**src/rtl/piano_pkg.sv**
```systemverilog
`default_nettype none
// ============================================================================
//  Module   : piano_pkg
//  Purpose  : Shared types and constants for the piano-key video path.
//             key_type_t selects the sprite outline drawn for a key; the
//             blend helper mixes two 8-bit channels by a 4-bit level.
//  Revision : 1.0  initial release
// ============================================================================
package piano_pkg;

    typedef enum logic [1:0] {
        NONE   = 2'd0,
        LEFT   = 2'd1,
        MIDDLE = 2'd2,
        RIGHT  = 2'd3
    } key_type_t;

    localparam int         H_ACTIVE = 1024;
    localparam int         V_ACTIVE = 768;
    localparam logic [3:0] FADE_MAX = 4'd15;

    // (hi*level + lo*(15-level)) >> 4. Worst case 255*15 = 3825 fits 12 bits.
    function automatic logic [7:0] blend_channel(input logic [7:0] hi,
                                                 input logic [7:0] lo,
                                                 input logic [3:0] level);
        logic [11:0] sum;
        sum = 12'(hi) * 12'(level) + 12'(lo) * 12'(FADE_MAX - level);
        return sum[11:4];
    endfunction

endpackage
`default_nettype wire

```
**src/rtl/key_fade_ctr.sv**
```systemverilog
`default_nettype none
// ============================================================================
//  Module   : key_fade_ctr
//  Purpose  : Per-key 4-bit highlight level. Loads FADE_MAX on a frame tick
//             while the key is pressed, otherwise decays by one per frame
//             tick down to zero.
//  Config   : compiled only when KEY_SPRITE_FADE_EN is defined.
//  Ports    : clock, reset_n (async active-low)
//             frame_tick  in  1  one-cycle pulse at pixel (0,0)
//             pressed     in  1  raw press flag for this key
//             level       out 4  current highlight level
//  Revision : 1.0  initial release
// ============================================================================
`ifdef KEY_SPRITE_FADE_EN
module key_fade_ctr
    import piano_pkg::*;
(
    input  logic       clock,
    input  logic       reset_n,
    input  logic       frame_tick,
    input  logic       pressed,
    output logic [3:0] level
);

    always_ff @(posedge clock or negedge reset_n) begin
        if (!reset_n) begin
            level <= 4'd0;
        end else if (frame_tick) begin
            if (pressed) begin
                level <= FADE_MAX;
            end else if (level != 4'd0) begin
                level <= level - 4'd1;
            end
        end
    end

endmodule
`endif
`default_nettype wire

```
**src/rtl/key_sprite_scheduler.sv**
```systemverilog
`default_nettype none
// ============================================================================
//  Module   : key_sprite_scheduler
//  Purpose  : Time-multiplexes one key sprite datapath across NUM_KEYS white
//             keys along each scanline. Tracks hcount, selects the active
//             key and presents its origin, outline type and colour one clock
//             later, aligned with hcount_d/vcount_d.
//  Config   : KEY_SPRITE_FADE_EN - per-key fade levels blend press/idle
//             colours; otherwise colour snaps once per frame.
//  Ports    : clock, reset_n (async active-low)
//             hcount[10:0], vcount[9:0]   current pixel position
//             key_pressed[NUM_KEYS-1:0]   raw press flags, sampled at (0,0)
//             idle_color, press_color     24-bit RGB
//             key_x, key_y, key_type, key_color, key_index, key_valid
//             hcount_d, vcount_d          position delayed to match outputs
//  Revision : 1.0  initial release
// ============================================================================
module key_sprite_scheduler
    import piano_pkg::*;
#(
    parameter int NUM_KEYS        = 8,
    parameter int WHITE_KEY_WIDTH = 90,
    parameter int KEY_X0          = 0,
    parameter int KEY_Y0          = 100
)
(
    input  logic                clock,
    input  logic                reset_n,
    input  logic [10:0]         hcount,
    input  logic [9:0]          vcount,
    input  logic [NUM_KEYS-1:0] key_pressed,
    input  logic [23:0]         idle_color,
    input  logic [23:0]         press_color,
    output logic [10:0]         key_x,
    output logic [9:0]          key_y,
    output key_type_t           key_type,
    output logic [23:0]         key_color,
    output logic [3:0]          key_index,
    output logic                key_valid,
    output logic [10:0]         hcount_d,
    output logic [9:0]          vcount_d
);

    localparam logic [10:0] c_band_lo        = 11'(KEY_X0);
    localparam logic [10:0] c_band_w         = 11'(NUM_KEYS * WHITE_KEY_WIDTH);
    localparam logic [10:0] c_width          = 11'(WHITE_KEY_WIDTH);
    localparam logic [10:0] c_first_boundary = 11'(KEY_X0 + WHITE_KEY_WIDTH);
    localparam logic [3:0]  c_last_idx       = 4'(NUM_KEYS - 1);
    localparam logic [9:0]  c_key_y0         = 10'(KEY_Y0);

    // The boundary adder is 11 bits wide; the key band must end within the
    // active line.
    generate
        if ((KEY_X0 + NUM_KEYS * WHITE_KEY_WIDTH > H_ACTIVE) ||
            (NUM_KEYS < 2) || (NUM_KEYS > 16)) begin : g_bad_params
            $error("key_sprite_scheduler: key band exceeds active line or NUM_KEYS out of 2..16");
        end
    endgenerate

    // ------------------------------------------------------------------
    // Scan state
    // ------------------------------------------------------------------
    logic [3:0]  r_idx;
    logic [10:0] r_boundary;
    logic        r_scan_ok;     // a line start has been seen since reset

    logic [3:0]  w_idx;
    logic [10:0] w_boundary;
    logic        w_line_start;
    logic        w_scan_ok;
    logic        w_frame_tick;
    logic [10:0] w_rel;
    logic        w_in_band;
    logic [10:0] w_key_x;
    key_type_t   w_type;
    logic [23:0] w_color;

    assign w_line_start = (hcount == 11'd0);
    assign w_frame_tick = w_line_start && (vcount == 10'd0);
    assign w_scan_ok    = r_scan_ok || w_line_start;

    // Index/boundary for the pixel presented this cycle. The step happens on
    // the pixel that equals the boundary so key n covers [x0+n*W, x0+(n+1)*W).
    always_comb begin
        w_idx      = r_idx;
        w_boundary = r_boundary;
        if (w_line_start) begin
            w_idx      = 4'd0;
            w_boundary = c_first_boundary;
        end else if ((hcount == r_boundary) && (r_idx < c_last_idx)) begin
            w_idx      = r_idx + 4'd1;
            w_boundary = r_boundary + c_width;
        end
    end

    // Single unsigned compare for the band: when hcount < KEY_X0 the
    // subtraction wraps to at least 2048-KEY_X0, which always exceeds the
    // band width (at most 1024-KEY_X0).
    assign w_rel     = hcount - c_band_lo;
    assign w_in_band = w_scan_ok && (w_rel < c_band_w);

    // Boundary always sits one key ahead of the selected key's origin.
    assign w_key_x = w_boundary - c_width;

    always_comb begin
        w_type = MIDDLE;
        if (w_idx == 4'd0) begin
            w_type = LEFT;
        end else if (w_idx == c_last_idx) begin
            w_type = RIGHT;
        end
    end

    // ------------------------------------------------------------------
    // Colour selection
    // ------------------------------------------------------------------
`ifdef KEY_SPRITE_FADE_EN
    logic [3:0] w_level [NUM_KEYS];
    logic [3:0] w_sel_level;

    generate
        for (genvar gi = 0; gi < NUM_KEYS; gi++) begin : g_fade
            key_fade_ctr u_fade (
                .clock      (clock),
                .reset_n    (reset_n),
                .frame_tick (w_frame_tick),
                .pressed    (key_pressed[gi]),
                .level      (w_level[gi])
            );
        end
    endgenerate

    always_comb begin
        w_sel_level = 4'd0;
        for (int k = 0; k < NUM_KEYS; k++) begin
            if (w_idx == 4'(k)) begin
                w_sel_level = w_level[k];
            end
        end
    end

    assign w_color = {blend_channel(press_color[23:16], idle_color[23:16], w_sel_level),
                      blend_channel(press_color[15:8],  idle_color[15:8],  w_sel_level),
                      blend_channel(press_color[7:0],   idle_color[7:0],   w_sel_level)};
`else
    logic [NUM_KEYS-1:0] r_pressed_q;
    logic                w_sel_pressed;

    // Press flags only change at the frame origin so a frame never tears.
    always_ff @(posedge clock or negedge reset_n) begin
        if (!reset_n) begin
            r_pressed_q <= '0;
        end else if (w_frame_tick) begin
            r_pressed_q <= key_pressed;
        end
    end

    always_comb begin
        w_sel_pressed = 1'b0;
        for (int k = 0; k < NUM_KEYS; k++) begin
            if (w_idx == 4'(k)) begin
                w_sel_pressed = r_pressed_q[k];
            end
        end
    end

    assign w_color = w_sel_pressed ? press_color : idle_color;
`endif

    // ------------------------------------------------------------------
    // Scan registers and output stage
    // ------------------------------------------------------------------
    always_ff @(posedge clock or negedge reset_n) begin
        if (!reset_n) begin
            r_idx      <= 4'd0;
            r_boundary <= c_first_boundary;
            r_scan_ok  <= 1'b0;
            hcount_d   <= 11'd0;
            vcount_d   <= 10'd0;
            key_valid  <= 1'b0;
            key_index  <= 4'd0;
            key_x      <= 11'd0;
            key_y      <= 10'd0;
            key_type   <= NONE;
            key_color  <= 24'd0;
        end else begin
            r_idx      <= w_idx;
            r_boundary <= w_boundary;
            r_scan_ok  <= w_scan_ok;
            hcount_d   <= hcount;
            vcount_d   <= vcount;
            key_valid  <= w_in_band;
            key_index  <= w_in_band ? w_idx    : 4'd0;
            key_x      <= w_in_band ? w_key_x  : 11'd0;
            key_y      <= w_in_band ? c_key_y0 : 10'd0;
            key_type   <= w_in_band ? w_type   : NONE;
            key_color  <= w_in_band ? w_color  : 24'd0;
        end
    end

endmodule
`default_nettype wire

```
**config.mk**
```make
export PLATFORM = sky130hd
export DESIGN_NAME = key_sprite_scheduler
export DESIGN_NICKNAME = d
export VERILOG_FILES = /design/src/rtl/piano_pkg.sv /design/src/rtl/key_fade_ctr.sv /design/src/rtl/key_sprite_scheduler.sv
export SDC_FILE = /design/constraint.sdc
export NUM_CORES = 1
export LEC_CHECK = 0
export BUFFER_PORTS_ARGS = -buffer_cell sky130_fd_sc_hd__buf_4
export CAP_MARGIN = 40
export CELL_PAD_IN_SITES_DETAIL_PLACEMENT = 1
export CELL_PAD_IN_SITES_GLOBAL_PLACEMENT = 1
export CORE_UTILIZATION = 40
export DETAILED_ROUTE_END_ITERATION = 6
export GPL_TIMING_DRIVEN = 0
export PLACE_DENSITY = 0.89
export SYNTH_ARGS = -nofsm -noshare
export SYNTH_HDL_FRONTEND = slang
export SYNTH_HIERARCHICAL = 1
export SYNTH_SLANG_ARGS = --single-unit
```
**constraint.sdc**
```tcl
create_clock -name clock -period 5.77 [get_ports clock]
set_input_delay 0.2885 -clock clock [delete_from_list [all_inputs] [get_ports clock]]
set_output_delay 0.2885 -clock clock [all_outputs]
set_load 0.02 [all_outputs]
```
# --- After elaboration in Yosys (flattened, before gate mapping) ---
# Index checks and enable logic that the tools add are counted.
word_totals:
  regBits: 94
  inputBits: 79
  out_inout_bits: 73
classes:
  addsub: 3
  order_cmp: 2
  n_eq_ne: 8
  n_mux: 20
  n_reduce_logical: 7
ops:
  columns: ["op", "count"]
  rows:
  - ["24-bit two-way mux", 2]
  - ["11-bit two-way mux", 3]
  - ["4-bit by 3-bit == test with 1-bit output, second input constant", 4]
  - ["4-bit two-way mux", 3]
  - ["11-bit by 7-bit adder with 11-bit output, second input constant", 1]
  - ["11-bit == test", 1]
  - ["11-bit zero test", 1]
  - ["11-bit by 10-bit less-than comparator with 1-bit output, second input constant", 1]
  - ["11-bit by 7-bit subtractor with 11-bit output, second input constant", 1]
  - ["10-bit zero test", 1]
  - ["1-bit two-way mux", 9]
  - ["4-bit by 2-bit == test with 1-bit output, second input constant", 2]
  - ["7-bit two-way mux", 1]
  - ["4-bit by 1-bit adder with 4-bit output, second input constant", 1]
  - ["4-bit by 1-bit == test with 1-bit output, second input constant", 1]
  - ["4-bit zero test", 1]
  - ["4-bit by 3-bit less-than comparator with 1-bit output, second input constant", 1]
  - ["2-bit two-way mux", 2]
  - ["1-bit logical AND", 3]
  - ["1-bit logical OR", 1]

# --- Longest topological paths before layout ---
logic_depth:
  depth_word: 15
  ltp_mapped: 13

# --- Least setup slack after synthesis ---
# No wires, ideal clock.
synth_timing:
  kind: "register to register"
  from: "register r_idx[1]"
  to: "register key_color[14]"
  setup_ps: 136
  arrival_ps: 2631
  slack_ps: 3003
  path_stages_with_launch: 11
  n_path_buf: 1
  synth_period_minus_slack_ps: 2767
  path_cell_list: "dfrtp_1 -> ha_1 -> a21oi_1 -> nand4_2 -> nor3_4 -> mux2_2 -> a2111oi_4 -> a21oi_2 -> buf_2 -> o21ai_1 -> a21oi_1"
synth_via:
  elab_chain_len: 15
synth_lines:
  columns: ["element", "line", "source"]
  rows:
  - ["from (decl)", "key_sprite_scheduler.sv:63", "logic [3:0] r_idx;"]
  - ["from (signal assigned)", "key_sprite_scheduler.sv:187", "r_idx <= w_idx;"]
  - ["4-bit by 3-bit less-than comparator with 1-bit output", "key_sprite_scheduler.sv:90", "end else if ((hcount == r_boundary) && (r_idx < c_last_idx)) begin"]
  - ["1-bit logical AND", "key_sprite_scheduler.sv:90", null]
  - ["4-bit two-way mux *", "key_sprite_scheduler.sv:90", null]
  - ["4-bit two-way mux *", "key_sprite_scheduler.sv:87", "if (w_line_start) begin"]
  - ["4-bit zero test", "key_sprite_scheduler.sv:161", "if (w_idx == 4'(k)) begin"]
  - ["1-bit two-way mux (7 in series)", "key_sprite_scheduler.sv:161", null]
  - ["1-bit two-way mux *", "key_sprite_scheduler.sv:161", null]
  - ["24-bit two-way mux *", "key_sprite_scheduler.sv:167", "assign w_color = w_sel_pressed ? press_color : idle_color;"]
  - ["24-bit two-way mux *", "key_sprite_scheduler.sv:197", "key_color <= w_in_band ? w_color : 24'd0;"]
  - ["to (signal assigned)", "key_sprite_scheduler.sv:197", null]
  - ["to (decl)", "key_sprite_scheduler.sv:37", "output logic [23:0] key_color,"]
# Every way passes the cells marked *; elsewhere a longest branch is shown, timed or not.
# A chain may end at the register's enable or synchronous reset.

# --- Worst setup path after layout ---
layout_timing:
  from: "register r_idx[1]"
  to: "register key_color[21]"
# The elaborated chain is that of the path after synthesis.

==> implementation parameters <==
Parameter                              Value

Clock tree
  Worst-skew pair later-pin latency ... between 0.3 and 0.4 ns
  Number of buffers inserted to repair setup after CTS ... 0
  Clock buffer depth ... 2
  Number of levels the H-tree was split into ... 3
  Number of buffers added by the clock tree synthesis step ... 9
  Clock tree from TritonCTS ... done
  Total clock sinks ... a little under 90
  Root Buffer ... sky130_fd_sc_hd__clkbuf_8
  Clock input transition at the sequential cells of the worst setup and hold paths ... 0.09 ns

Synthesis
  Sequential cell area fraction in the yosys report ... 0.5416
  Share of synthesized registers carrying an async set or reset ... 1.000
  Area fraction of the dominant cell type after synthesis ... 0.5155
  Flip-flop cell with the highest count after synthesis ... sky130_fd_sc_hd__dfrtp_1
  Total of flip-flops plus latches after synthesis ... 87
  Most used standard cell by instance count after synthesis ... sky130_fd_sc_hd__dfrtp_1
  Cell types with the highest counts after synthesis ... sky130_fd_sc_hd__dfrtp_1, sky130_fd_sc_hd__a21oi_1, sky130_fd_sc_hd__nor2_1, sky130_fd_sc_hd__nand3_1, sky130_fd_sc_hd__o21ai_1
  Synthesized area ... roughly 0.0040 mm^2
  Yosys Warn Count ... 6
  Synth cell types ... 57
  Instance count of the mapped netlist ... between 300 and 400
  Largest area contributor in the netlist ... sky130_fd_sc_hd__dfrtp_1
  Ranking of synthesized cells by area ... sky130_fd_sc_hd__dfrtp_1, sky130_fd_sc_hd__a21oi_1, sky130_fd_sc_hd__nand3_1, sky130_fd_sc_hd__xnor2_1, sky130_fd_sc_hd__o21ai_1
  Count of flip-flops with a built-in enable after synthesis ... 0
  Syn_area_per_cell ... ~11 um^2

Worst hold path
  Instance count along the most critical hold path ... 1
  Hold worst-path end ... vcount_d[8]
  Worst min-delay path category ... in -> reg
  Launch point of the worst hold path ... vcount[8]

Critical path
  Critical path capture point type ... register
  Launching point of the worst reg2reg path ... r_idx[1]
  Start-to-end type of the worst setup path ... reg -> reg
  List of cells traversed by the critical path ... ha_1 -> a21oi_1 -> nand4_2 -> nor3_4 -> mux2_2 -> a2111oi_4 -> a21oi_2 -> buf_2 -> o21ai_1 -> a21oi_1
  Critical Path Source Type ... register
  Reg-to-reg critical path endpoint ... key_color[21]
  Max stage delay cell, worst path ... sky130_fd_sc_hd__dfrtp_1
  Endpoint required time on the critical path ... between 5 and 6 ns
  Internal reg-to-reg setup slack ... 2.46 ns
  Cell count of the worst reg-to-reg path ... 10
  Kind of cell adding the most delay to the critical path ... compound AO/OA/AOI/OAI gates
  Worst-path maximum fanout ... 10
  Worst stage delay on the critical path ... 0.49 ns
  Worst Path Arrival ... around 3.5 ns
  Crit path top cell by count ... sky130_fd_sc_hd__a21oi_1
  Bufs and invs on worst path ... 1

Pwr
  Clock power share ... 0.374
  Switching power ... around 0.30 mW
  Combinational share of power ... 0.121
  Static Leakage ... roughly 2.7 nW
  Internal power consumption ... approximately 0.95 mW
  Largest voltage drop on the vdd net ... about 120 uV
  Seq pwr share ... 0.504
  Overall power ... 1.244 mW
  Sw frac ... 0.2397
  Total power per unit cell area ... 224.3 mW/mm^2

Job
  Number of max-cap violations ... 0

Timing
  Slew of the pin with the lowest slew margin ... between 0.5 and 0.6 ns
  Number of setup violations in the final report ... 0
  Min setup slack post-route ... 2.464 ns
  Hold Vio Cnt, Final ... 0
  Post-route clock period utilization ... 0.5729
  Worst slack on hold paths ... 0.04659 ns
  Skew final ... 0.01333 ns
  Unrepaired setup endpoints after global routing ... false
  Fin Setup TNS ... 0 ns
  Final Max Tran Viols ... 0
  Max Fclk ... about 300 MHz
  Shortest clock period the worst path allows after layout ... between 3 and 4 ns
  Relative slew slack ... 0.6117

Layout
  Proportion of layout cells with a drive suffix above 1 ... 0.3768
  P&R area growth vs syn ... 37.70%
  Area taken by multi-input logic gates ... 0.001644 mm^2
  Inserted Diodes ... 0
  Area of all sequential standard cells ... about 0.0022 mm^2
  Layout fillers ... around 1.1k
  Final design instance area without fill ... 0.005548 mm^2
  Finished Core Util ... 0.5676
  Nets ... between 600 and 700
  Final instance count without filler cells ... a little under 700

Route
  Ratio of routed vias to standard cells ... 5.349
  Sum of routed wire length over all layers ... approximately 12000 um
  WL/cell ... 18.39 um
  Iteration count of the initial detailed-routing pass ... 4
  Via count ... 3621
  Post-detailed-route DRC marker count ... 0
  DRT antenna net count ... 0
  Count of routing violations after the opening detailed-route iteration ... about 160

Die
  Initial core utilization ... 0.4122
  Overall die area ... 0.01048 mm^2
  Height of the die ... between 100 and 150 um
  FP Rows ... 36
  Width of the die ... between 100 and 150 um
  Core Region ... 0.009774 mm^2
  Boundary pin count ... ~150

GRT
  Wire length of the first global-routing pass ... between 15000 and 20000 um
  Largest net degree at the start of global routing ... 50
  Met2 capacity usage during global routing ... 0.4342
  Total gr overflow ... 0
  Via count of the first global-routing pass ... between 3k and 4k
  Initial antenna violation count ... 0
  GR met3 Demand/Resource ... 0.03830
  Global-route track usage on met1 ... 0.2968
  Busiest layer in global routing ... met2
  GRT Total Usage ... 0.2447

Placement
  Standard cell area after detailed placement ... about 0.0053 mm^2
  Port buffer count ... approximately 140
  Placer congestion estimate ... 0.8344
  Placed Instances ... approximately 660
  Detailed placer's ending HPWL ... approximately 9300 um
  Post-Place Setup Slack ... about 2.5 ns

Status
  Result of the run ... finished, final reports clean
==> placed cells by master (no fill, tap or decap), types with 10 or more instances in the layout <==
cell / synthesis / final
sky130_fd_sc_hd__a21oi_1: 30 / 30
sky130_fd_sc_hd__buf_4: 12 / 156
sky130_fd_sc_hd__clkbuf_1: 10 / 11
sky130_fd_sc_hd__clkbuf_8: 0 / 10
sky130_fd_sc_hd__dfrtp_1: 83 / 83
sky130_fd_sc_hd__inv_1: 12 / 12
sky130_fd_sc_hd__nand2_1: 15 / 15
sky130_fd_sc_hd__nand3_1: 29 / 29
sky130_fd_sc_hd__nor2_1: 30 / 30
sky130_fd_sc_hd__o21ai_1: 24 / 24
sky130_fd_sc_hd__xnor2_1: 16 / 16
==> final cells by class <==
cell class | instances | share of cell area
plain buffers | 30 | 0.03248
clock buffers | 11 | 0.02548
clock inverters | 4 | 0.01263
inverters | 12 | 0.008119
multi-input cells | 254 | 0.2963
flip-flops and latches | 87 | 0.3933
well taps | 133 | 0.03000
repair buffers | 146 | 0.2016
==> power by group through the flow <==
stage | Clock [mW] | Sequential [mW] | Combinational, mW
6_report | 0.466 | 0.628 | 0.151
5_1_grt | 0.495 | 0.629 | 0.163
4_1_cts | 0.474 | 0.628 | 0.152
3_5_place_dp | 0 | 0.640 | 0.150
3_3_place_gp | 0 | 0.639 | 0.140
2_1_floorplan | 0 | 0.650 | 0.0509
==> state kept, by name (all words and copies together), names as in the netlist <==
name and flops:
hcount_d 11, key_color 24, key_index 4, key_type 2, key_x 11, key_y 1, r_boundary 11, r_idx 4
r_pressed_q 8, r_scan_ok 1, vcount_d 10
==> worst register-to-register path, stage by stage, from the launching register on <==
cell and delay (ns):
sky130_fd_sc_hd__dfrtp_1 0.49, sky130_fd_sc_hd__ha_1 0.26, sky130_fd_sc_hd__a21oi_1 0.21, sky130_fd_sc_hd__nand4_2 0.24, sky130_fd_sc_hd__nor3_4 0.48, sky130_fd_sc_hd__mux2_2 0.41, sky130_fd_sc_hd__a2111oi_4 0.38, sky130_fd_sc_hd__a21oi_2 0.13
sky130_fd_sc_hd__buf_2 0.23, sky130_fd_sc_hd__o21ai_1 0.20, sky130_fd_sc_hd__a21oi_1 0.12
==> what timing repair did <==
| item | CTS | global route |
|---|---|---|
| hold buffers | 1 | 0 |
| gates resized for setup | 0 | 0 |
| endpoints found under the hold margin | 34 | 0 |
==> worst max path at each step <==
stage / to / start / cells after the start
global placement: key_x[9] / r_idx[1] / 13
CTS: key_color[21] / r_idx[1] / 10
detailed placement: key_color[19] / r_idx[1] / 10
finish: key_color[21] / r_idx[1] / 10
floorplan: key_color[14] / r_idx[1] / 10
global route: key_x[7] / r_idx[1] / 13
==> logic make-up after synthesis <==
family,Yosys count,share of synthesized area
other,1,0.0009308
buffers and inverters,42,0.05590
and+or+nand+nor,118,0.1587
xor gates and xnor gates,20,0.04720
adders and majority gates,3,0.009318
muxes,16,0.04224
DFF,87,0.5416
AOI/OAI and AO/OA,90,0.1441
==> metal layers <==
metal,vias to the layer above,wire length [um]
li1,1646,-
met1,1834,5099
met2,112,6562
met3,29,478
met4,0,312
met5,-,0
Power figures use the tool's default switching activity.
